$ cat config.mk
export PLATFORM = sky130hd
export DESIGN_NAME = alu_arbiter
export DESIGN_NICKNAME = d
export VERILOG_FILES = /design/src/rtl/alu_arbiter.sv
export SDC_FILE = /design/constraint.sdc
export NUM_CORES = 1
export LEC_CHECK = 0
export ABC_AREA = 1
export CORE_MARGIN = 4
export CORE_UTILIZATION = 42
export DETAILED_ROUTE_END_ITERATION = 8
export GPL_TIMING_DRIVEN = 1
export PLACE_DENSITY = 0.87
export RECOVER_POWER = 25
export SLEW_MARGIN = 10
export SYNTH_ARGS = -nofsm -noshare
export SYNTH_HDL_FRONTEND = slang
export SYNTH_SLANG_ARGS = --single-unit
$ cat constraint.sdc
create_clock -name clk -period 2.7 [get_ports clk]
set_clock_uncertainty 0.05 [all_clocks]
set_input_delay 0.81 -clock clk [delete_from_list [all_inputs] [get_ports clk]]
set_output_delay 0.81 -clock clk [all_outputs]
set_load 0.01 [all_outputs]
$ cat src/rtl/alu_arbiter.sv
// Two-requester round-robin front end for a shared fixed-latency ALU.
// Holds one operation at a time from accept through the response handshake.
module alu_arbiter #(
    parameter int WIDTH   = 16,
    parameter int ALU_LAT = 1
) (
    input  logic             clk,
    input  logic             rst,
    input  logic             req0_valid,
    output logic             req0_ready,
    input  logic [WIDTH-1:0] req0_a,
    input  logic [WIDTH-1:0] req0_b,
    input  logic [3:0]       req0_fun,
    input  logic             req1_valid,
    output logic             req1_ready,
    input  logic [WIDTH-1:0] req1_a,
    input  logic [WIDTH-1:0] req1_b,
    input  logic [3:0]       req1_fun,
    output logic [WIDTH-1:0] alu_a,
    output logic [WIDTH-1:0] alu_b,
    output logic [3:0]       alu_fun,
    input  logic [WIDTH-1:0] alu_arith_out,
    input  logic [WIDTH-1:0] alu_logic_out,
    input  logic [WIDTH-1:0] alu_cmp_out,
    input  logic [WIDTH-1:0] alu_shift_out,
    input  logic             alu_arith_flag,
    input  logic             alu_logic_flag,
    input  logic             alu_cmp_flag,
    input  logic             alu_shift_flag,
    output logic             rsp_valid,
    input  logic             rsp_ready,
    output logic             rsp_id,
    output logic [WIDTH-1:0] rsp_data,
    output logic             rsp_flag,
    output logic             busy
);

    typedef enum logic [1:0] {
        IDLE = 2'd0,
        WAIT = 2'd1,
        RESP = 2'd2
    } state_t;

    state_t     state_reg;
    logic [2:0] cnt_reg;
    logic       last_grant_reg;

    logic             in_idle;
    logic             grant_id;
    logic             accept;
    logic [WIDTH-1:0] sel_data;
    logic             sel_flag;

    // On a tie the requester that did not win last time is granted.
    always_comb begin
        in_idle  = rst && (state_reg == IDLE);
        grant_id = (req0_valid && req1_valid) ? ~last_grant_reg : req1_valid;
        accept   = in_idle && (req0_valid || req1_valid);
    end

    assign req0_ready = in_idle && req0_valid && !grant_id;
    assign req1_ready = in_idle && req1_valid && grant_id;

    always_comb begin
        sel_data = alu_arith_out;
        sel_flag = alu_arith_flag;
        case (alu_fun[3:2])
            2'b00: begin
                sel_data = alu_arith_out;
                sel_flag = alu_arith_flag;
            end
            2'b01: begin
                sel_data = alu_logic_out;
                sel_flag = alu_logic_flag;
            end
            2'b10: begin
                sel_data = alu_cmp_out;
                sel_flag = alu_cmp_flag;
            end
            default: begin
                sel_data = alu_shift_out;
                sel_flag = alu_shift_flag;
            end
        endcase
    end

    always_ff @(posedge clk or negedge rst) begin
        if (!rst) begin
            state_reg      <= IDLE;
            cnt_reg        <= 3'd0;
            last_grant_reg <= 1'b1;
            alu_a          <= '0;
            alu_b          <= '0;
            alu_fun        <= 4'd0;
            rsp_valid      <= 1'b0;
            rsp_id         <= 1'b0;
            rsp_data       <= '0;
            rsp_flag       <= 1'b0;
            busy           <= 1'b0;
        end else begin
            case (state_reg)
                IDLE: begin
                    if (accept) begin
                        alu_a          <= grant_id ? req1_a : req0_a;
                        alu_b          <= grant_id ? req1_b : req0_b;
                        alu_fun        <= grant_id ? req1_fun : req0_fun;
                        rsp_id         <= grant_id;
                        last_grant_reg <= grant_id;
                        cnt_reg        <= 3'(ALU_LAT);
                        busy           <= 1'b1;
                        state_reg      <= WAIT;
                    end
                end
                WAIT: begin
                    // Capture on the edge after the counter has reached zero.
                    if (cnt_reg == 3'd0) begin
                        rsp_data  <= sel_data;
                        rsp_flag  <= sel_flag;
                        rsp_valid <= 1'b1;
                        state_reg <= RESP;
                    end else begin
                        cnt_reg <= cnt_reg - 3'd1;
                    end
                end
                RESP: begin
                    if (rsp_ready) begin
                        rsp_valid <= 1'b0;
                        busy      <= 1'b0;
                        state_reg <= IDLE;
                    end
                end
                default: begin
                    state_reg <= IDLE;
                    rsp_valid <= 1'b0;
                    busy      <= 1'b0;
                end
            endcase
        end
    end

endmodule

==> results of run 1 <==
==> cell families (layout without fill, tap and decap cells) <==
family | after synthesis | in the layout | synth area share
AND/OR/NAND/NOR | 394 | 394 | 0.460
flip-flops | 62 | 62 | 0.437
buffers and inverters | 47 | 242 | 0.0725
AO/OA/AOI/OAI | 17 | 17 | 0.0239
adder cells (fa/ha/maj) | 2 | 2 | 0.00704
==> cell usage in the layout (no fill, tap or decap), types with 3 or more instances in the layout <==
master           count
dfrtp_1             61
clkbuf_1             3
nor2_4               3
clkbuf_8            10
nand3_1             75
nand2_1            273
clkdlybuf4s50_1    199
nor2_1              37
o21ai_0             13
inv_2                3
inv_1               12
o21ai_1              4
buf_4               10
==> worst max-delay path, stage by stage <==
cell	delay [ns]
clkdlybuf4s50_1	0.49
nand2_2	0.07
nand2_2	0.09
inv_2	0.04
nor3_2	0.09
buf_2	0.15
==> metrics by stage <==
stage | hold slack [ns] | setup WS, ns
after floorplan | 0.400 | 0.341
after global placement | 0.408 | -0.359
after detailed placement | 0.417 | -0.355
after CTS | 0.432 | 0.00384
after global routing | 0.451 | 0.0323
final | 0.429 | 0.105
==> layer usage <==
| layer | global-route usage | routed length [um] | part of all wire |
|---|---|---|---|
| met5 | 0 | 0 | 0 |
| met4 | 0.0788 | 227 | 0.020 |
| met3 | 0.0646 | 1280 | 0.11 |
| met2 | 0.407 | 5710 | 0.49 |
| met1 | 0.262 | 4420 | 0.38 |
==> layout make-up <==
type / instances / area share
Timing Repair Buffer: 212 / 0.364
Multi-Input combinational cell: 413 / 0.304
Sequential cell: 62 / 0.271
Clock buffer: 12 / 0.0254
Tap cell: 105 / 0.0230
Inverter: 16 / 0.0109
Clock inverter: 2 / 0.00175
==> worst max-delay path by stage <==
| stage | startpoint | to | slack, ns | cells after the start |
|---|---|---|---|---|
| 2_1_floorplan | req1_valid | req0_ready | 0.34 | 6 |
| 3_3_place_gp | req0_valid | req0_ready | -0.36 | 6 |
| 3_5_place_dp | req0_valid | req0_ready | -0.36 | 6 |
| 4_1_cts | req0_valid | req1_ready | 0.004 | 5 |
| 5_1_grt | req0_valid | req0_ready | 0.03 | 6 |
| 6_report | req0_valid | req0_ready | 0.10 | 6 |
==> report_power, final <==
part	switching (uW)	total, uW	internal, uW
combinational	1590	3010	1430
sequential	285	1690	1400
clock	310	655	345
==> impl_metrics.json, run 1 <==
{
  "drive_above_1_share": 0.0516,
  "nFillCells": 671,
  "maxCapViolations": 0,
  "setup_viol": 0,
  "hold_violations": 0,
  "synth_most_common_cell": "nand2_1",
  "rrSetupSlack_ns": 0.74,
  "syn_to_final_growth_pct": 60.9,
  "area.sequential_um2": 1550,
  "num-nets-final": 861,
  "slew_headroom": 0.287,
  "drt-total-wl_um": 11600,
  "cts_hold_buf": 0,
  "synthTopCellsByCount": "nand2_1 (273), nand3_1 (75), dfrtp_1 (61)",
  "stdcell_count": 822,
  "clk_pin_slew_worst_paths_ns": 0.06,
  "grt_pass1_wl_um": 18300,
  "cts_resized": 6,
  "final_area_um2": 5720,
  "syn_area_um2": 3560,
  "yosysSeqAreaShare": 0.437,
  "io_pins": 203,
  "grt_pass1_vias": 3925,
  "vias_per_cell": 4.88,
  "cts_buffer_depth": 2,
  "min_from": "rsp_valid$_DFFE_PN0P_",
  "syn_nets": 669,
  "place_hpwl_um": 9150,
  "drt_pass1_iterations": 4,
  "critical_path_peak_fanout": 4,
  "avgSynthCellArea_um2": 6.81,
  "critPathKind": "in -> out",
  "worstMarginPinSlew_ns": 1.07,
  "leakagePower_uw": 0.00288,
  "yosysUniqueCellTypes": 23,
  "status": "completed",
  "antenna_found_initial": 0,
  "grt_setup_unrepaired": "false",
  "grt_use_total": 0.228,
  "arrival_ns": 1.74,
  "grt_max_degree": 64,
  "r2r_end": "rsp_data[6]$_DFFE_PN0P_",
  "coreArea_um2": 8220,
  "period_minus_slack_ns": 2.60,
  "fp.dieH_um": 100,
  "dp.cells": 808,
  "synth.top_cell.area_share": 0.429,
  "rows": 33,
  "r2r-start": "cnt_reg[0]$_DFFE_PN0P_",
  "die_area_um2": 10000,
  "p_per_area_nw_per_um2": 936,
  "overflow": 0,
  "drt_iter0_markers": 127,
  "hold_class": "reg -> reg",
  "clock_sinks": 62,
  "h-tree-depth": 3,
  "async_flop_share": 1.00,
  "final.setup.tns_ns": 0,
  "via_count": 4008,
  "yosysTopAreaCell": "dfrtp_1",
  "cts_tree": "built",
  "initial_utilization": 0.433,
  "post-route-period-util": 0.961,
  "wl_per_cell_um": 14.2,
  "worstHoldPathCells": 2,
  "antennaDiodeCount": 0,
  "top_regs": "alu_a (16), alu_b (16), rsp_data (16)",
  "final_core_util": 0.697,
  "port_buffers": 202,
  "antenna_left": 0,
  "cts_setup_buffers": 0,
  "required_ns": 1.84,
  "r2r_cells": 8,
  "min_to": "rsp_valid$_DFFE_PN0P_",
  "worstSkewPairLatency_ns": 0.32,
  "ys.flop_type": "dfrtp_1",
  "drc": 0,
  "crit_path_start_kind": "primary input",
  "ys_warn_count": 0,
  "numCtsBuffers": 9,
  "gp_congestion": 0.869,
  "syn_inst": 522,
  "ys_ff_latch": 62,
  "ir_drop_mv": 0.565,
  "cts_root_buf": "clkbuf_8",
  "yosys-top-cells-area": "dfrtp_1 (43%), nand2_1 (29%), nand3_1 (11%)",
  "max_freq_mhz": 385,
  "dpl_cell_area_um2": 5580,
  "crit_path_end_kind": "output port",
  "synth_edf_count": 0,
  "slew_viol_final": 0,
  "multi_input_area_um2": 1740,
  "fp.dieW_um": 100,
  "p_total_uw": 5360
}
Note: power is estimated with default switching activity, not from simulation.
==> run 2: changes to the inputs <==
--- a/config.mk
+++ b/config.mk
@@ -12,2 +12,3 @@
 export GPL_TIMING_DRIVEN = 1
+export HOLD_SLACK_MARGIN = 0.02
 export PLACE_DENSITY = 0.87
@@ -18 +19,2 @@
 export SYNTH_SLANG_ARGS = --single-unit
+export TNS_END_PERCENT = 50
--- a/constraint.sdc
+++ b/constraint.sdc
@@ -4,2 +4,2 @@
 set_output_delay 0.81 -clock clk [all_outputs]
-set_load 0.01 [all_outputs]
+set_load 0.005 [all_outputs]
==> impl_metrics.json, run 2 (synthesis results as in run 1) <==
{
  "status": "completed",
  "r2r-start": "cnt_reg[0]$_DFFE_PN0P_",
  "gp_congestion": 0.885,
  "grt_max_degree": 64,
  "whs_ns": 0.428,
  "via_count": 4049,
  "initial_utilization": 0.433,
  "antennaDiodeCount": 0,
  "layout_common_cells": "nand2_1 (272), clkdlybuf4s50_1 (199), nand3_1 (75), dfrtp_1 (61), nor2_1 (36)",
  "preCtsSetupSlack_ns": -0.312,
  "drt-total-wl_um": 11900,
  "wl_per_cell_um": 14.4,
  "post-route-period-util": 0.972,
  "drc": 0,
  "leakagePower_uw": 0.00292,
  "arrival_ns": 1.76,
  "stdcell_count": 824,
  "nFillCells": 672,
  "numCtsBuffers": 9,
  "period_minus_slack_ns": 2.62,
  "slew_viol_final": 0,
  "maxCapViolations": 0,
  "r2r_end": "rsp_data[6]$_DFFE_PN0P_",
  "mostFrequentLayoutCell": "nand2_1",
  "ir_drop_mv": 0.495,
  "final_core_util": 0.707,
  "cts_hold_buf": 0,
  "grt_setup_unrepaired": "false",
  "hold_class": "reg -> reg",
  "clock_sinks": 62,
  "fp.dieW_um": 100,
  "place_hpwl_um": 9240,
  "max_freq_mhz": 381,
  "die_area_um2": 10000,
  "cts_resized": 7,
  "critPathKind": "in -> out",
  "p_seq_frac": 0.309,
  "grt_util_met2": 0.410,
  "swShare": 0.384,
  "dp.cells": 808,
  "setup_ws_ns": 0.0751,
  "grt_use_total": 0.230,
  "coreArea_um2": 8220,
  "critical_path_peak_fanout": 4,
  "io_pins": 203,
  "clkPwrFrac": 0.160,
  "grt_pass1_vias": 3849,
  "overflow": 0,
  "vias_per_cell": 4.91,
  "antenna_left": 0,
  "cts_setup_buffers": 0,
  "required_ns": 1.84,
  "num-nets-final": 861,
  "crit_path_start_kind": "primary input",
  "clk_pin_slew_worst_paths_ns": 0.07,
  "gr-usage-met1": 0.266,
  "multi_input_area_um2": 1760,
  "p_per_area_nw_per_um2": 935,
  "slew_headroom": 0.470,
  "worstMarginPinSlew_ns": 0.794,
  "hold_violations": 0,
  "top_regs": "alu_a (16), alu_b (16), rsp_data (16)",
  "port_buffers": 202,
  "p_int_uw": 3350,
  "drt_pass1_iterations": 5,
  "switching_power_uw": 2080,
  "syn_to_final_growth_pct": 63.3,
  "area.sequential_um2": 1550,
  "h-tree-depth": 3,
  "drt_iter0_markers": 173,
  "drive_above_1_share": 0.0584,
  "crit_path_end_kind": "output port",
  "rrSetupSlack_ns": 1.15,
  "startpoint": "req1_valid",
  "fp.dieH_um": 100,
  "cts_tree": "built",
  "met3_usage": 0.0820,
  "worstSkewPairLatency_ns": 0.33,
  "combinationalPowerShare": 0.531,
  "cts_root_buf": "clkbuf_8",
  "rows": 33,
  "antenna_found_initial": 0,
  "p_total_uw": 5430,
  "grt.busiest_layer": "met2",
  "r2r_cells": 8,
  "cts_buffer_depth": 2,
  "setup_viol": 0,
  "crit_path_end": "req1_ready",
  "grt_pass1_wl_um": 18400
}
## run 2: area by class of cell
| type | count | area share |
|---|---|---|
| Timing Repair Buffer | 212 | 0.359 |
| Multi-Input combinational cell | 413 | 0.302 |
| Sequential cell | 62 | 0.267 |
| Clock buffer | 13 | 0.0308 |
| Tap cell | 105 | 0.0226 |
| Inverter | 16 | 0.0108 |
| Clock inverter | 3 | 0.00690 |
## run 2: metrics by stage
step           instance area [um2]  TNS (ns)
2_1_floorplan                 3560         0
3_3_place_gp                  5580    -0.552
3_5_place_dp                  5580    -0.571
4_1_cts                       5810         0
5_1_grt                       5810         0
6_report                      5810         0
## run 2: worst min-delay path by stage
stage          cells after the start                    endpoint                  startpoint  slack (ns)
2_1_floorplan                      2  last_grant_reg$_DFFE_PN1P_  last_grant_reg$_DFFE_PN1P_        0.40
3_3_place_gp                       2            busy$_DFFE_PN0P_            busy$_DFFE_PN0P_        0.41
3_5_place_dp                       2            busy$_DFFE_PN0P_            busy$_DFFE_PN0P_        0.41
4_1_cts                            2            busy$_DFFE_PN0P_            busy$_DFFE_PN0P_        0.43
5_1_grt                            2     rsp_data[1]$_DFFE_PN0P_     rsp_data[1]$_DFFE_PN0P_        0.46
6_report                           2            busy$_DFFE_PN0P_            busy$_DFFE_PN0P_        0.43
## run 2: critical path: stages
cell	delay, ns
clkdlybuf4s50_1	0.53
nand2_4	0.08
nor2_2	0.13
clkdlybuf4s15_1	0.21
## run 2: power by group through the flow
stage	combinational, uW	clock [uW]	sequential (uW)
after global routing	3200	933	1740
after global placement	2790	0	1670
after CTS	2910	886	1680
final	2880	868	1680
after detailed placement	2900	0	1690
after floorplan	1460	0	1690
## run 2: metal layers
| metal | up-vias | wire length [um] |
|---|---|---|
| met1 | 1862 | 4630 |
| met5 | - | 0 |
| met4 | 0 | 117 |
| met2 | 172 | 5810 |
| li1 | 2005 | - |
| met3 | 10 | 1310 |
